===== src/rtl/npc_exec_ctrl.sv =====
// npc_exec_ctrl: multi-cycle fetch/decode/exec/writeback sequencer for the NPC core.
// Fetches over a valid/ready instruction port, latches the instruction for the
// external decoder, gates the register-file write strobe, advances the PC,
// counts retired instructions and halts (sticky) on ebreak.
// Optional fetch watchdog: define NPC_FETCH_TIMEOUT_EN.
`timescale 1ns/1ps

module npc_exec_ctrl #(
    parameter logic [31:0] RESET_PC       = 32'h80000000,
    parameter int unsigned TIMEOUT_CYCLES = 1024
) (
    input  logic        clk,
    input  logic        rst_n,
    input  logic        start,
    output logic        imem_req_valid,
    input  logic        imem_req_ready,
    output logic [31:0] imem_addr,
    input  logic        imem_rsp_valid,
    input  logic [31:0] imem_rsp_data,
    output logic [31:0] inst,
    input  logic        dec_isbreak,
    input  logic        dec_reg_wen,
    output logic        rf_wen,
    output logic [31:0] pc,
    output logic [31:0] retired,
    output logic [2:0]  state,
    output logic        halt,
    output logic        err
);

    typedef enum logic [2:0] {
        ST_IDLE   = 3'd0,
        ST_FETCH  = 3'd1,
        ST_WAIT   = 3'd2,
        ST_DECODE = 3'd3,
        ST_EXEC   = 3'd4,
        ST_WB     = 3'd5,
        ST_HALT   = 3'd6
    } state_t;

    state_t st;

`ifdef NPC_FETCH_TIMEOUT_EN
    localparam logic [15:0] TMO_LAST = 16'(TIMEOUT_CYCLES - 1);
    logic [15:0] tmo_cnt;
    logic        err_q;
    assign err = err_q;
`else
    logic unused_timeout;
    assign unused_timeout = (TIMEOUT_CYCLES != 0);
    assign err = 1'b0;
`endif

    // Request and write strobe are pure decodes of the registered state.
    always_comb begin
        imem_req_valid = (st == ST_FETCH);
        rf_wen         = (st == ST_WB) && dec_reg_wen;
    end

    assign imem_addr = pc;
    assign state     = st;

    // Main sequencer: state, PC, instruction latch, retire count, sticky halt.
    always_ff @(posedge clk or negedge rst_n) begin
        if (!rst_n) begin
            st      <= ST_IDLE;
            pc      <= RESET_PC;
            inst    <= '0;
            retired <= '0;
            halt    <= 1'b0;
`ifdef NPC_FETCH_TIMEOUT_EN
            tmo_cnt <= '0;
            err_q   <= 1'b0;
`endif
        end else begin
            case (st)
                ST_IDLE: begin
                    if (start) begin
                        st <= ST_FETCH;
`ifdef NPC_FETCH_TIMEOUT_EN
                        tmo_cnt <= '0;
`endif
                    end
                end
                ST_FETCH: begin
                    if (imem_req_ready && imem_rsp_valid) begin
                        inst <= imem_rsp_data;
                        st   <= ST_DECODE;
                    end else begin
                        if (imem_req_ready) begin
                            st <= ST_WAIT;
                        end
`ifdef NPC_FETCH_TIMEOUT_EN
                        // Watchdog overrides the FETCH->WAIT move when it expires.
                        if (tmo_cnt == TMO_LAST) begin
                            st    <= ST_HALT;
                            halt  <= 1'b1;
                            err_q <= 1'b1;
                        end else begin
                            tmo_cnt <= tmo_cnt + 16'd1;
                        end
`endif
                    end
                end
                ST_WAIT: begin
                    if (imem_rsp_valid) begin
                        inst <= imem_rsp_data;
                        st   <= ST_DECODE;
                    end else begin
`ifdef NPC_FETCH_TIMEOUT_EN
                        if (tmo_cnt == TMO_LAST) begin
                            st    <= ST_HALT;
                            halt  <= 1'b1;
                            err_q <= 1'b1;
                        end else begin
                            tmo_cnt <= tmo_cnt + 16'd1;
                        end
`endif
                    end
                end
                ST_DECODE: begin
                    if (dec_isbreak) begin
                        retired <= retired + 32'd1;
                        halt    <= 1'b1;
                        st      <= ST_HALT;
                    end else begin
                        st <= ST_EXEC;
                    end
                end
                ST_EXEC: begin
                    st <= ST_WB;
                end
                ST_WB: begin
                    pc      <= pc + 32'd4;
                    retired <= retired + 32'd1;
                    st      <= ST_FETCH;
`ifdef NPC_FETCH_TIMEOUT_EN
                    tmo_cnt <= '0;
`endif
                end
                ST_HALT: begin
                    halt <= 1'b1;
                end
                default: begin
                    st   <= ST_HALT;
                    halt <= 1'b1;
                end
            endcase
        end
    end

endmodule


===== config.mk =====
export PLATFORM = sky130hd
export DESIGN_NAME = npc_exec_ctrl
export DESIGN_NICKNAME = d
export VERILOG_FILES = /design/src/rtl/npc_exec_ctrl.sv
export SDC_FILE = /design/constraint.sdc
export NUM_CORES = 1
export LEC_CHECK = 0
export CAP_MARGIN = 30
export CORE_UTILIZATION = 35
export DETAILED_ROUTE_END_ITERATION = 7
export PLACE_DENSITY = 0.74
export SETUP_SLACK_MARGIN = 0.05
export SLEW_MARGIN = 10
export SYNTH_ARGS = -nofsm -noshare
export SYNTH_HDL_FRONTEND = slang
export SYNTH_SLANG_ARGS = --single-unit

===== constraint.sdc =====
create_clock -name clk -period 4.8 [get_ports clk]
set_input_delay 0.72 -clock clk [delete_from_list [all_inputs] [get_ports clk]]
set_output_delay 0.72 -clock clk [all_outputs]
set_load 0.02 [all_outputs]

==> flow_summary.yaml, run 1 <==
power_and_ir_drop:
  p_leak_nw: 2.537
  swShare_pct: 35.31
  p_sw_mw: 1.136
  seq_power_share_pct: 39.1
  power_frac_clock_pct: 20.6
  power_frac_comb_pct: 40.3
  vdd_drop_max_uv: 380.9
  internal-power_mw: 2.081
  p_per_area_nw_per_um2: 497.5
final_layout:
  drive_gt1_share_pct: 11.55
  diodes: 0
  final_area_sq_um: 6465
  num-nets-final: 564
  fin_util_pct: 51.02
  areaGrowthSynthToFinish_pct: 41.76
yosys:
  dominantRegCellSynth: "dfrtp_1"
  syn_area_sq_um: 4561
  avgSynthCellArea_sq_um: 11.91
  seq_area_frac_synth_pct: 53.80
  synth_seq_cells: 98
  yosys_warnings: 0
  synthDistinctLibCells: 39
  syn_inst: 383
  synth_edf_count: 0
  async_flop_share_pct: 100.0
route:
  drcViolationCount: 0
  drt_iter0_drc: 149
  firstDrtPassIters: 6
  vias: 3393
  ant_nets: 0
  drt-total-wl_um: 10690
  viasPerCell: 4.847
  wl_per_cell_um: 15.28
clocking:
  path_clk_slew_ps: 70
  post-cts-setup-buffers: 0
  cts-root-buf: "clkbuf_16"
  cts_tree: "yes"
  cts-resized-gates: 0
  cts.sinks: 98
  cts_max_level: 3
  cts_hold_buffers: 0
  clock_latency_ps: 340
  clockBufferDepth: 2
  cts_buffers: 9
worst_setup_path:
  start_kind: "register"
  max_stage_delay_ps: 670
  r2r_slack_ps: 2280
  reg2regPathDepth: 4
  critPathTopFamily: "flip-flops"
  crit_path_max_fanout: 12
  cp_num_buf_inv: 1
  worstSetupPathType: "register to output pin"
  r2r-start: "retired[3]"
  slowest_stage: "dfrtp_1"
  path_cells: "nor3b_1 -> clkdlybuf4s50_1"
  timing.rr.end: "retired[31]"
  cp.required_ps: 4080
  worst_ep_arrival_time_ps: 2050
  worst_setup_path_end_kind: "output pin"
outcome:
  outcome: "finished, final reports clean"
die:
  initial_core_util_pct: 35.99
  fp-row-count: 41
  die_w_um: 116.2
  core-area_sq_um: 12670
  die-area_sq_um: 13490
  die_h_um: 116.2
  io_pins: 174
min_path:
  worstHoldPathType: "input port to asynchronous set/reset pin"
timing:
  finalHoldViolations: 0
  slew_viol_final: 0
  tns_ps: 0
  period_needed_ps: 2774
  fin_skew_ps: 7.645
  setup_viol: 0
  worst_pin_slew_ps: 871.4
  max_freq_ghz: 0.3605
  fin_crit_sh_pct: 57.79
  slew_headroom_pct: 41.43
  rsz0062_at_grt: "false"
global_routing:
  overflow: 0
  grt_max_degree: 55
  grt_pass1_wl_um: 16650
  grt_pass1_vias: 3215
  grt_use_total_pct: 16.07
  antenna_found_initial: 0
place:
  hpwl_um: 7724
  place_area_sq_um: 6163
  io_buffers: 168
  gp_congestion: 0.7652
run:
  cap_violations: 0
-- worst reg2reg max path, cell delays in order (launching register included) --
cell and delay (ps):
dfrtp_1 460, nand4_1 610, a211o_1 610, or4_4 600, xnor2_2 140
-- cell usage after synthesis (2+ instances only) --
library cell / count / area, sq um
dfrtp_1: 97 / 2427
buf_4: 35 / 262.8
nand4_1: 18 / 112.6
inv_1: 6 / 22.52
nand3_1: 17 / 85.08
a21o_1: 4 / 30.03
and4_1: 5 / 43.79
a211o_1: 2 / 17.52
buf_2: 5 / 25.02
buf_6: 2 / 22.52
nand2_1: 26 / 97.59
nand2b_1: 3 / 18.77
nor4_2: 2 / 25.02
nor4_1: 11 / 68.82
and3_1: 9 / 56.30
ha_1: 2 / 25.02
clkbuf_1: 4 / 15.01
mux2_2: 34 / 382.9
xnor2_1: 31 / 271.5
and2_1: 3 / 18.77
nor2_1: 9 / 33.78
nor3_1: 11 / 55.05
nor3b_1: 3 / 22.52
o21ai_0: 2 / 10.01
xor2_1: 28 / 245.2
-- kinds of logic after synthesis --
family	count (synthesis)	synth area share, %
DFF	98	53.80
buffers and inverters	52	7.627
other	1	0.08223
AOI/OAI and AO/OA	10	1.564
xor gates and xnor gates	60	11.69
adders and majority gates	2	0.5486
muxes	34	8.395
and+or+nand+nor	126	16.30
-- metrics by stage --
step / hold slack, ps / power [mW] / worst slack [ps] / cells
after floorplan: 424.4 / 1.962 / 2747 / 387
after global routing: 418.1 / 3.398 / 1924 / 700
after detailed placement: 454.8 / 2.569 / 2039 / 682
after CTS: 386.1 / 3.248 / 1997 / 698
after global placement: 441.2 / 2.526 / 2109 / 682
final: 378.8 / 3.216 / 2026 / 700
-- area by class of cell --
type                            count  area [sq um]
Clock inverter                      4         27.53
Fill cell                        1151          6206
Multi-Input combinational cell    237          1785
Tap cell                          172         215.2
Sequential cell                    98          2454
Clock buffer                       12         246.5
Inverter                            6         22.52
Timing Repair Buffer              171          1714
-- cell usage in the layout, fill, tap and decap left out, types with 2 or more instances in the layout --
cell type,count
nor3_1,11
clkbuf_16,9
ha_1,2
and2_1,3
nor4_2,2
a211o_1,2
clkbuf_1,2
nand2_1,26
and4_1,5
dfrtp_1,97
inv_1,6
and3_1,9
nor4_1,11
buf_4,2
nand2b_1,3
o21ai_0,2
clkdlybuf4s50_1,167
xor2_1,28
xnor2_1,31
nor2_1,9
nor3b_1,3
nand4_1,18
mux2_2,34
conb_1,5
nand3_1,17
clkinvlp_4,3
a21o_1,4
-- how the worst max path moves through the flow --
stage | from | endpoint | slack, ps | cells after the start
final | state[0] | imem_req_valid | 2030 | 2
after detailed placement | imem_req_ready | inst[31] | 2040 | 4
after CTS | state[0] | rf_wen | 2000 | 3
after global routing | state[0] | rf_wen | 1920 | 3
after floorplan | register | retired[31] | 2750 | 6
after global placement | imem_req_ready | inst[22] | 2110 | 4
-- state kept, by name, summed over array words and instances (netlist names), named ones only --
name / count
halt: 1
state: 2
inst: 32
imem_addr: 30
retired: 32
-- routing by layer --
layer  vias to the layer above  global-route usage [%]  wire length (um)
met5                         -                       0                 0
li1                       1564                       -                 -
met2                       130                   25.67              5012
met3                         7                   4.826               829
met4                         0                   4.615                76
met1                      1692                   21.15              4775
-- power groups by stage --
stage | Combinational [mW] | Sequential [mW] | Clock, mW
2_1_floorplan | 0.494 | 1.47 | 0
3_3_place_gp | 1.26 | 1.26 | 0
3_5_place_dp | 1.30 | 1.27 | 0
4_1_cts | 1.30 | 1.26 | 0.688
5_1_grt | 1.38 | 1.29 | 0.724
6_report | 1.30 | 1.26 | 0.663
(Power assumes the default switching activity.)
==> run 2: changes to the inputs <==
Settings changed: PLACE_DENSITY 0.74 to 0.77.
Clock period 4.8 ns to 2.4 ns, I/O delays scaled along.
==> run 2 against run 1 <==
  * Worst hold slack worse by 310 ps
  * Count of clock-buffer cells in the layout stayed put
  * Routed wire length is 0.70% lower
  * Die area stayed put
  * Cell area is 1.7% higher
  * Worst setup slack worse by 1800 ps
  * Combinational power is 100% higher
  * Non-clock buffer count is 5 higher
  * Register-to-register slack worse by 1800 ps
  * Global-route usage is 0.12 points lower
  * Critical path depth is 1 higher
  * Critical path type unchanged
  * Critical endpoint is now rf_wen
  * Largest power group unchanged
==> flow_summary.yaml, run 2 (synthesis gave the netlist of run 1 again) <==
outcome:
  outcome: "finished, final reports clean"
timing:
  worst_pin_slew_ps: 516.4
  finalHoldViolations: 0
  fin_skew_ps: 4.733
  rsz0062_at_grt: "false"
  tns_ps: 0
  period_needed_ps: 2211
  max_freq_ghz: 0.4523
  setup_slack_ps: 189.0
  fin_crit_sh_pct: 92.12
  setup_viol: 0
  slew_headroom_pct: 65.58
  slew_viol_final: 0
place:
  io_buffers: 168
  pre_cts_ws_ps: 182.5
  dp.cells: 689
  hpwl_um: 7701
  place_area_sq_um: 6233
  gp_congestion: 0.7992
worst_setup_path:
  r2r_slack_ps: 520
  worst_setup_path_end_kind: "output pin"
  crit_path_max_fanout: 12
  path_cells: "and3b_1 -> and2_1 -> clkdlybuf4s50_1"
  timing.rr.end: "retired[26]"
  worstSetupPathType: "register to output pin"
  max_stage_delay_ps: 590
  worst_ep_arrival_time_ps: 1850
  start_kind: "register"
  reg2regPathDepth: 4
  slowest_stage: "clkdlybuf4s50_1"
  cp.required_ps: 2040
die:
  initial_core_util_pct: 35.99
  die-area_sq_um: 13490
  core-area_sq_um: 12670
  die_w_um: 116.2
  io_pins: 174
  fp-row-count: 41
  die_h_um: 116.2
final_layout:
  final_common_cell: "clkdlybuf4s50_1"
  diodes: 0
  final_cells: 705
  final_area_sq_um: 6575
  final_cell_mix: "clkdlybuf4s50_1 (167), dfrtp_1 (95), mux2_2 (34)"
  drive_gt1_share_pct: 13.13
  num-nets-final: 569
  areaGrowthSynthToFinish_pct: 44.17
  fillCellCount: 1114
global_routing:
  grt_pass1_vias: 3271
  grt_pass1_wl_um: 16520
  grt_use_total_pct: 15.95
  grt_max_degree: 99
  overflow: 0
  antenna_found_initial: 0
route:
  drcViolationCount: 0
  wl_per_cell_um: 15.06
  drt-total-wl_um: 10620
  viasPerCell: 4.777
  firstDrtPassIters: 4
  ant_nets: 0
  drt_iter0_drc: 143
  vias: 3368
clocking:
  cts_tree: "yes"
  cts-root-buf: "clkbuf_16"
  clockBufferDepth: 2
  clock_latency_ps: 340
  cts_hold_buffers: 0
  cts_max_level: 3
  cts.sinks: 98
  cts_buffers: 9
  post-cts-setup-buffers: 0
  path_clk_slew_ps: 60
run:
  cap_violations: 0
power_and_ir_drop:
  vdd_drop_max_uv: 543.3
  p_per_area_nw_per_um2: 1022
  p_total_mw: 6.720
  p_leak_nw: 2.603
min_path:
  worstHoldPathType: "input port to asynchronous set/reset pin"
run 2: cell types whose count changed in the layout (fill, tap and decap cells not counted), sizes merged:
cell      before  now
clkbuf        13   12
clkinvlp       3    1
bufinv         0    2
buf            3    9
run 2: critical path, delay by kind of cell, from the launching register on:
family,cells,cell delay [ps]
buf+inv,1,590
flops,1,510
simple gates,2,410
run 2: layout make-up:
cell class | count | area (sq um) | share of cell area, %
Clock buffer | 12 | 266.5 | 4.053
Clock inverter | 4 | 72.57 | 1.104
Timing Repair Buffer | 176 | 1764 | 26.83
Sequential cell | 98 | 2456 | 37.35
Tap cell | 172 | 215.2 | 3.273
Inverter | 6 | 22.52 | 0.3425
Multi-Input combinational cell | 237 | 1778 | 27.04
run 2: worst max path at each step:
stage / end / cells past startpoint / slack (ps) / startpoint
after global routing: rf_wen / 3 / 90 / state[0]
after CTS: rf_wen / 3 / 70 / register
after detailed placement: retired[30] / 5 / 180 / dec_isbreak
after global placement: retired[26] / 5 / 220 / dec_isbreak
after floorplan: retired[31] / 6 / 350 / register
final: rf_wen / 3 / 190 / state[0]
run 2: what timing repair did:
item / 4_1_cts / 5_1_grt
endpoints found under the setup margin: 1 / 1
resized for setup: 1 / 1
pin swaps: 0 / 0
gates cloned: 0 / 0
run 2: layer usage:
metal | track usage [%] | part of all wire, % | vias to the layer above
met3 | 3.944 | 6.2 | 11
met1 | 19.83 | 41 | 1644
met5 | 0 | 0 | -
li1 | - | - | 1583
met4 | 5.043 | 1.3 | 0
met2 | 27.30 | 51 | 130
run 2: power breakdown:
part | switching (mW) | total [mW] | internal (mW)
sequential | 0.399 | 2.48 | 2.09
clock | 0.607 | 1.60 | 0.997
combinational | 1.26 | 2.63 | 1.37
total | 2.26 | 6.72 | 4.46
run 2: per-stage QoR:
stage	utilization, %	hold slack (ps)
after floorplan	-	64.41
after global placement	49.20	446.8
after detailed placement	49.20	453.2
after CTS	51.88	93.05
after global routing	51.89	112.9
final	51.89	64.05
==> run 3: changes to the inputs <==
Settings changed: CORE_UTILIZATION 35 to 40, PLACE_DENSITY 0.77 to 0.85.
==> run 3 against run 2 <==
  * Die area decreased by 12%
  * Worst setup slack got worse by 28 ps
  * Power decreased by 0.30%
  * Routed wire length increased by 0.36%
  * Critical endpoint unchanged
==> flow_summary.yaml, run 3 (synthesis gave the netlist of run 1 again) <==
place:
  io_buffers: 168
  place_area_sq_um: 6201
  gp_congestion: 0.8031
  hpwl_um: 7847
  dp.cells: 657
clocking:
  path_clk_slew_ps: 70
  post-cts-setup-buffers: 0
  clockBufferDepth: 2
  cts_max_level: 3
  cts_buffers: 9
  cts_tree: "yes"
  cts.sinks: 98
  clock_latency_ps: 330
  cts-root-buf: "clkbuf_16"
worst_setup_path:
  worst_ep_arrival_time_ps: 1880
  start_kind: "register"
  max_stage_delay_ps: 600
  crit_path_max_fanout: 14
  cp.required_ps: 2040
  r2r_slack_ps: 450
  slowest_stage: "clkdlybuf4s50_1"
  critPathTopFamily: "buffers and inverters"
  worstSetupPathType: "register to output pin"
  worst_setup_path_end_kind: "output pin"
  cp_num_buf_inv: 1
  path_cells: "and3b_1 -> and2_1 -> clkdlybuf4s50_1"
run:
  cap_violations: 0
route:
  firstDrtPassIters: 4
  drt-total-wl_um: 10660
  drt_iter0_drc: 94
  drcViolationCount: 0
  vias: 3409
  viasPerCell: 5.058
  wl_per_cell_um: 15.81
  ant_nets: 0
timing:
  rsz0062_at_grt: "false"
  finalHoldViolations: 0
  tns_ps: 0
  setup_viol: 0
  period_needed_ps: 2239
  max_freq_ghz: 0.4466
  fin_skew_ps: 7.401
  slew_viol_final: 0
  fin_crit_sh_pct: 93.31
final_layout:
  num-nets-final: 570
  final_cell_mix: "clkdlybuf4s50_1 (167), dfrtp_1 (94), mux2_2 (34)"
  final_common_cell: "clkdlybuf4s50_1"
  final_cells: 674
  diodes: 0
  areaGrowthSynthToFinish_pct: 43.59
  drive_gt1_share_pct: 13.11
  final_area_sq_um: 6549
die:
  io_pins: 174
  initial_core_util_pct: 41.52
  die_w_um: 108.8
  die-area_sq_um: 11830
  core-area_sq_um: 10980
  fp-row-count: 38
  die_h_um: 108.8
power_and_ir_drop:
  p_leak_nw: 2.608
  vdd_drop_max_uv: 736.6
  p_per_area_nw_per_um2: 1023
global_routing:
  antenna_found_initial: 0
  grt_pass1_wl_um: 16750
  overflow: 0
  grt_pass1_vias: 3406
  grt_use_total_pct: 18.28
  grt_max_degree: 52
outcome:
  outcome: "finished, final reports clean"
min_path:
  worstHoldPathType: "input port to asynchronous set/reset pin"
-- run 3: cell count changes in the layout (fill, tap and decap cells not counted), sizes merged --
| cell | before | now |
|---|---|---|
| dlygate4sd3 | 0 | 1 |
| clkinv | 1 | 3 |
| clkbuf | 12 | 10 |
| clkinvlp | 1 | 0 |
| bufinv | 2 | 3 |
-- run 3: final timing paths --
kind	start	end	depth (start not counted)
worst max-delay path	state[1]	rf_wen	3
worst min-delay path	rst_n	retired[24]	2
worst max register to register	state[1]	retired[22]	4
worst min register to register	halt	halt	1
max in group asynchronous	rst_n	imem_addr[31]	3
min in group clk	halt	halt	1
-- run 3: layout make-up --
type                       instances  area, sq um
clock buffer                      10        229.0
clock inverter                     6        105.1
fill                             883         4434
timing repair buffer             177         1774
tap                              140        175.2
multi-input combinational        237         1785
inverter                           6        22.52
sequential                        98         2457
-- run 3: stage by stage --
| stage | power (mW) | setup slack [ps] | utilization (%) | hold slack (ps) |
|---|---|---|---|---|
| finish | 6.700 | 160.7 | 59.63 | 408.6 |
| global route | 7.041 | 75.89 | 59.63 | 412.6 |
| CTS | 6.775 | 68.83 | 59.60 | 402.8 |
| detailed placement | 5.149 | 168.5 | 56.46 | 222.3 |
| global placement | 5.063 | 219.1 | 56.46 | 216.3 |
| floorplan | 3.923 | 346.6 | - | 64.41 |
-- run 3: layer usage --
| layer | up-vias | routed length [um] | global-route usage, % |
|---|---|---|---|
| met5 | - | 0 | 0 |
| met4 | 0 | 110 | 5.792 |
| met3 | 15 | 602 | 3.825 |
| met2 | 129 | 5546 | 32.23 |
| met1 | 1690 | 4396 | 22.28 |
| li1 | 1575 | - | - |
-- run 3: power by group --
group / internal (mW) / leakage [nW] / total, mW / switching [mW]
registers: 2.09 / 1.16 / 2.49 / 0.407
clock network: 1.01 / 0.166 / 1.60 / 0.586
logic: 1.37 / 1.28 / 2.61 / 1.24
-- run 3: timing repair --
| action | 4_1_cts | 5_1_grt |
|---|---|---|
| pin swaps | 0 | 0 |
| gates resized for setup | 1 | 2 |
| hold endpoints to repair | 11 | 0 |
| hold buffers | 1 | 0 |
| setup endpoints to repair | 1 | 1 |
